File: config.mk
export PLATFORM = sky130hd
export DESIGN_NAME = scale_sequencer_flat
export DESIGN_NICKNAME = d
export VERILOG_FILES = /design/src/rtl/scale_pkg.sv /design/src/rtl/scale_sequencer_if.sv /design/src/rtl/scale_step.sv /design/src/rtl/scale_sequencer.sv /design/src/flat_wrapper.sv
export SDC_FILE = /design/constraint.sdc
export NUM_CORES = 1
export LEC_CHECK = 0
export CELL_PAD_IN_SITES_DETAIL_PLACEMENT = 0
export CELL_PAD_IN_SITES_GLOBAL_PLACEMENT = 2
export CORE_ASPECT_RATIO = 1.25
export CORE_MARGIN = 2
export CORE_UTILIZATION = 30
export DETAILED_ROUTE_END_ITERATION = 10
export GPL_TIMING_DRIVEN = 0
export PLACE_DENSITY = 0.81
export SLEW_MARGIN = 20
export SYNTH_ARGS = -nofsm -noshare
export SYNTH_HDL_FRONTEND = slang
export SYNTH_SLANG_ARGS = --single-unit
File: constraint.sdc
create_clock -name clk -period 2.2 [get_ports clk]
set_input_delay 0.33 -clock clk [delete_from_list [all_inputs] [get_ports clk]]
set_output_delay 0.33 -clock clk [all_outputs]
set_load 0.03 [all_outputs]
File: src/rtl/scale_pkg.sv
// Shared types and constants for the power-of-two scale sequencer.
package scale_pkg;

    typedef enum logic [1:0] {
        ST_IDLE = 2'd0,
        ST_RUN  = 2'd1,
        ST_DONE = 2'd2
    } state_t;

    localparam logic MODE_DIV = 1'b0;
    localparam logic MODE_MUL = 1'b1;

    // Rails of an n+1 bit signed value.
    function automatic int SAT_MAX(input int n);
        return (1 << n) - 1;
    endfunction

    function automatic int SAT_MIN(input int n);
        return -(1 << n);
    endfunction

endpackage

File: src/rtl/scale_sequencer_if.sv
// Request / result handshake bundle between the operand path and the scale sequencer.
interface scale_sequencer_if #(
    parameter int N  = 4,
    parameter int CW = 3
);
    logic                in_valid;
    logic                in_ready;
    logic signed [N:0]   in_data;
    logic [CW-1:0]       in_count;
    logic                in_mul;
    logic                out_valid;
    logic                out_ready;
    logic signed [N:0]   out_data;
    logic                out_ovf;
    logic                busy;

    modport master (
        output in_valid, in_data, in_count, in_mul, out_ready,
        input  in_ready, out_valid, out_data, out_ovf, busy
    );

    modport slave (
        input  in_valid, in_data, in_count, in_mul, out_ready,
        output in_ready, out_valid, out_data, out_ovf, busy
    );
endinterface

File: src/rtl/scale_step.sv
// One combinational scaling step: x2 with saturation, or /2 truncating toward zero.
module scale_step
    import scale_pkg::*;
#(
    parameter int N = 4
) (
    input  logic signed [N:0] a,
    input  logic              mul,
    output logic signed [N:0] y,
    output logic              sat
);
    localparam logic signed [N+1:0] MAX_W = (N+2)'(SAT_MAX(N));
    localparam logic signed [N+1:0] MIN_W = (N+2)'(SAT_MIN(N));

    logic signed [N+1:0] prod;
    logic signed [N:0]   half;

    assign prod = {a, 1'b0};
    assign half = a >>> 1;

    always_comb begin
        // Floor shift rounds negative odd values down; nudge them back toward zero.
        y   = half + {{N{1'b0}}, a[N] & a[0]};
        sat = 1'b0;
        if (mul == MODE_MUL) begin
            if (prod > MAX_W) begin
                y   = MAX_W[N:0];
                sat = 1'b1;
            end else if (prod < MIN_W) begin
                y   = MIN_W[N:0];
                sat = 1'b1;
            end else begin
                y = prod[N:0];
            end
        end
    end
endmodule

File: src/rtl/scale_sequencer.sv
// Iterative power-of-two scaler: one x2 or /2 step per clock, single transaction in flight.
module scale_sequencer
    import scale_pkg::*;
#(
    parameter int N  = 4,
    parameter int CW = 3
) (
    input  logic              clk,
    input  logic              reset,
    scale_sequencer_if.slave  bus
);
    state_t             state_reg, state_next;
    logic signed [N:0]  acc_reg, acc_next;
    logic [CW-1:0]      cnt_reg, cnt_next;
    logic               mode_reg, mode_next;
    logic               ovf_reg, ovf_next;
    logic signed [N:0]  step_y;
    logic               step_sat;

    scale_step #(.N(N)) u_step (
        .a   (acc_reg),
        .mul (mode_reg),
        .y   (step_y),
        .sat (step_sat)
    );

    always_ff @(posedge clk or posedge reset) begin
        if (reset) begin
            state_reg <= ST_IDLE;
            acc_reg   <= '0;
            cnt_reg   <= '0;
            mode_reg  <= MODE_DIV;
            ovf_reg   <= 1'b0;
        end else begin
            state_reg <= state_next;
            acc_reg   <= acc_next;
            cnt_reg   <= cnt_next;
            mode_reg  <= mode_next;
            ovf_reg   <= ovf_next;
        end
    end

    always_comb begin
        state_next = state_reg;
        acc_next   = acc_reg;
        cnt_next   = cnt_reg;
        mode_next  = mode_reg;
        ovf_next   = ovf_reg;
        case (state_reg)
            ST_IDLE: begin
                if (bus.in_valid) begin
                    acc_next   = bus.in_data;
                    cnt_next   = bus.in_count;
                    mode_next  = bus.in_mul;
                    ovf_next   = 1'b0;
                    state_next = (bus.in_count == '0) ? ST_DONE : ST_RUN;
                end
            end
            ST_RUN: begin
                acc_next = step_y;
                ovf_next = ovf_reg | step_sat;
                cnt_next = cnt_reg - CW'(1);
                if (cnt_reg == CW'(1)) begin
                    state_next = ST_DONE;
                end
            end
            ST_DONE: begin
                if (bus.out_ready) begin
                    state_next = ST_IDLE;
                end
            end
            default: state_next = ST_IDLE;
        endcase
    end

    // Result is only presented in DONE so the consumer never sees intermediate steps.
    assign bus.in_ready  = (state_reg == ST_IDLE) && !reset;
    assign bus.out_valid = (state_reg == ST_DONE);
    assign bus.out_data  = (state_reg == ST_DONE) ? acc_reg : '0;
    assign bus.out_ovf   = (state_reg == ST_DONE) ? ovf_reg : 1'b0;
    assign bus.busy      = (state_reg == ST_RUN) || (state_reg == ST_DONE);
endmodule

File: src/flat_wrapper.sv
// flat-port wrapper written by rule: the top's interface ports become plain ports
module scale_sequencer_flat import scale_pkg::*;
#(
    parameter int N  = 4,
    parameter int CW = 3
)
  (clk, reset, bus_in_valid, bus_in_data, bus_in_count, bus_in_mul, bus_out_ready, bus_in_ready, bus_out_valid, bus_out_data, bus_out_ovf, bus_busy);
  scale_sequencer_if #(.N(N), .CW(CW)) bus_i ();
  input  logic clk;
  input  logic reset;
  input wire logic [$bits(bus_i.in_valid)-1:0] bus_in_valid;
  input wire logic [$bits(bus_i.in_data)-1:0] bus_in_data;
  input wire logic [$bits(bus_i.in_count)-1:0] bus_in_count;
  input wire logic [$bits(bus_i.in_mul)-1:0] bus_in_mul;
  input wire logic [$bits(bus_i.out_ready)-1:0] bus_out_ready;
  output wire logic [$bits(bus_i.in_ready)-1:0] bus_in_ready;
  output wire logic [$bits(bus_i.out_valid)-1:0] bus_out_valid;
  output wire logic [$bits(bus_i.out_data)-1:0] bus_out_data;
  output wire logic [$bits(bus_i.out_ovf)-1:0] bus_out_ovf;
  output wire logic [$bits(bus_i.busy)-1:0] bus_busy;
  assign bus_i.in_valid = bus_in_valid;
  assign bus_i.in_data = bus_in_data;
  assign bus_i.in_count = bus_in_count;
  assign bus_i.in_mul = bus_in_mul;
  assign bus_i.out_ready = bus_out_ready;
  assign bus_in_ready = bus_i.in_ready;
  assign bus_out_valid = bus_i.out_valid;
  assign bus_out_data = bus_i.out_data;
  assign bus_out_ovf = bus_i.out_ovf;
  assign bus_busy = bus_i.busy;
  scale_sequencer #(.N(N), .CW(CW)) u_core (.clk(clk), .reset(reset), .bus(bus_i));
endmodule
==> metrics.md <==
| Metric | Value |
|---|---|
| DRC Markers | 0 |
| Status | finished, final reports clean |
| Final Critical Period | 2.029 ns |
| Post-route setup TNS | 0 ns |
| Sink Count | 12 |
| Most used routing layer | met2 |
| Row count | 23 |
| Slew HR | 66.08% |
| Critical path class | register to primary output |
| Period utilization | 92.24% |
| Die span in y | 67.53 um |
| Max reg flops | 5 |
| Diodes inserted | 0 |
| Final Net Count | 152 |
| Number of port buffers | 21 |
| Die width | 54.82 um |
| Leakage power total | 0.6745 nW |
| FFs w/ async S/R, synth | 100.0% |
| Fraction of layout cells with a size suffix above 1 | 14.96% |
| Post-synth cell types | 39 |
| CTS buffer count | 3 |
| Starting density of the core | 30.87% |
| Crit start category | register |
| Maximum vdd drop | 0.9368 mV |
| CTS tree | yes |
| Worst-skew pair later-pin latency | 0.24 ns |
| Final setup fails | 0 |
| Yosys warns | 0 |
| Ranking of synthesized cells by area | dfrtp_1, ha_1, and2_1, a21oi_1, inv_1 |
| 1st-iter DRT viols | 15 |
| Post-synth top area cell | dfrtp_1 |
| Max-slew violation count | 0 |
| Core Area | 3137 sq um |
| Synthesized Nets | 126 |
| CTS root buf | clkbuf_8 |
| Post-synth top flop | dfrtp_1 |
| CP required | 1.87 ns |
| Max clock buf depth | 2 |
| CP max FO | 8 |
| Area grow syn2layout | 33.85% |
| Met1 Track Usage GR | 17.79% |
| Synthesized flop and latch total | 12 |
| Final hold viol count | 0 |
| Final-layout fill cell count | 316 |
| Hpwl dp | 1.713 mm |
| HP Class | primary input to asynchronous set/reset pin |
| Fmax achieved | 492.8 MHz |
| Fin cells | 164 |
| Post-synth EDFFs | 0 |
| Hold_buf cts | 0 |
| Met2 usage | 24.55% |
| Final clock skew | 0.0005896 ns |
| Max cap viols | 0 |
| Worst EP arrival | 1.70 ns |
| Pre-Repair DR Iteration Count | 4 |
| Ports | 22 |
| Sequential share of the synthesized area | 31.01% |
| CP endpoint kind | primary output |
| Post-synth top area share | 31.01% |
| Post-DR vias/cell | 5.061 |
| Inst Count DP | 160 |
| Total power per unit cell area | 1430 nW/um^2 |
| Routed Antenna Nets | 0 |
| Initial antenna violation count | 0 |
| Setup bufs post-CTS | 0 |
| R2R cell count | 6 |
| Pin count of the biggest net entering global routing | 13 |
| Syn Area/Cell | 9.494 sq um |
| Routability Congestion | 0.7626 |
| CTS clk-pin slew, worst paths | 0.06 ns |
| Fin area | 1296 sq um |
| Htree depth | 1 |
| DRT Wirelength | 2.224 mm |
| WL/cell | 13.56 um |
| Global-route wire length before repair | 3.836 mm |
| GRT Resource Usage Total | 14.54% |
| Total die area | 3702 sq um |
| Cell area after placement | 1225 sq um |
| CTS resizes | 2 |
| Overflow left after global routing | 0 |
| Worst-margin pin slew | 0.5082 ns |
| Post-synthesis instance total | 102 |
| Vias | 830 |
| Syn Std Cell Area | 968.4 sq um |
| Vias in the first global route | 854 |
| Met3 GRT Util | 1.991% |
| RSZ-0062 raised after global routing | false |
| Final Core Density | 41.32% |
| Place WS | 0.1753 ns |
| Fin worst setup slack | 0.1708 ns |
==> kinds of logic after synthesis <==
family	count (synthesis)	synth area share, %
xor+xnor	1	0.9046
flops	12	31.01
compound gates	28	20.03
buf+inv	12	6.717
fa+ha+maj	11	14.21
mux	5	5.426
simple gates	33	21.71
==> cells in the final DEF (no fill, tap or decap), types with 2 or more instances in the layout <==
cell type        Yosys  layout
nor2b_1              2       2
o221ai_1             2       2
mux2_2               2       2
clkbuf_8             0       4
inv_1                9       9
o21ai_0              2       2
nand2_1              3       3
nor2_1               3       3
a31oi_1              2       2
a22oi_1              3       3
nor3_1               3       3
and2_1               7       7
o22ai_1              2       2
dfrtp_1             12      12
a21oi_1              7       7
o31ai_1              4       4
clkdlybuf4s50_1      0      14
ha_1                11      10
dlymetal6s2s_1       0       6
mux2i_1              3       3
nand2b_1             3       3
nand3_1              2       2
==> path summary, 6_finish.rpt <==
check,from,end,slack [ns]
min in group clk,u_core.cnt_reg[0]$_DFFE_PP0P_,u_core.cnt_reg[0]$_DFFE_PP0P_,0.52
setup reg to reg,u_core.acc_reg[4]$_DFFE_PP0P_,u_core.acc_reg[4]$_DFFE_PP0P_,0.47
hold reg to reg,u_core.cnt_reg[0]$_DFFE_PP0P_,u_core.cnt_reg[0]$_DFFE_PP0P_,0.52
max in group asynchronous,reset,u_core.mode_reg$_DFFE_PP0P_,1.41
hold / removal,reset,u_core.state_reg[0]$_DFFE_PP0P_,0.45
setup / recovery,u_core.state_reg[0]$_DFFE_PP0P_,bus_out_valid,0.17
==> per-stage QoR <==
step	total power (W)	hold slack, ns
detailed placement	0.001623	0.5166
global placement	0.001615	0.5185
global route	0.002042	0.4865
floorplan	0.001304	0.1947
CTS	0.001883	0.4827
finish	0.001853	0.4467
==> worst max-delay path, cell delays in order, from the launching register on <==
cell             delay, ns
dfrtp_1               0.38
inv_1                 0.10
ha_2                  0.28
clkdlybuf4s50_1       0.70
==> layer usage <==
| layer | routed length, um | vias to the layer above |
|---|---|---|
| li1 | - | 421 |
| met1 | 995 | 388 |
| met2 | 1109 | 17 |
| met3 | 82 | 4 |
| met4 | 37 | 0 |
| met5 | 0 | - |
==> cells in the mapped netlist (3+ instances only) <==
library cell and instances:
nand2_1 3, dfrtp_1 12, ha_1 11, mux2i_1 3, nor3_1 3, a21oi_1 7
o31ai_1 4, a22oi_1 3, nor2_1 3, nand2b_1 3, and2_1 7, inv_1 9
==> report_power, final <==
group          switching, W  total (W)  internal (W)  leakage (nW)
clock network     0.0000932   0.000252      0.000159        0.0288
logic              0.000610    0.00115      0.000543         0.501
registers          0.000115   0.000448      0.000333         0.145
total              0.000819    0.00185       0.00103         0.674
==> final cells by class <==
| type | count | area, sq um | share of cell area, % |
|---|---|---|---|
| multi-input cells | 78 | 605.6 | 46.72 |
| repair buffers | 21 | 224.0 | 17.28 |
| clock buffers | 4 | 55.05 | 4.247 |
| well taps | 37 | 46.29 | 3.571 |
| plain buffers | 3 | 31.28 | 2.413 |
| flip-flops and latches | 12 | 300.3 | 23.17 |
| inverters | 9 | 33.78 | 2.606 |
Power figures use the tool's default switching activity.
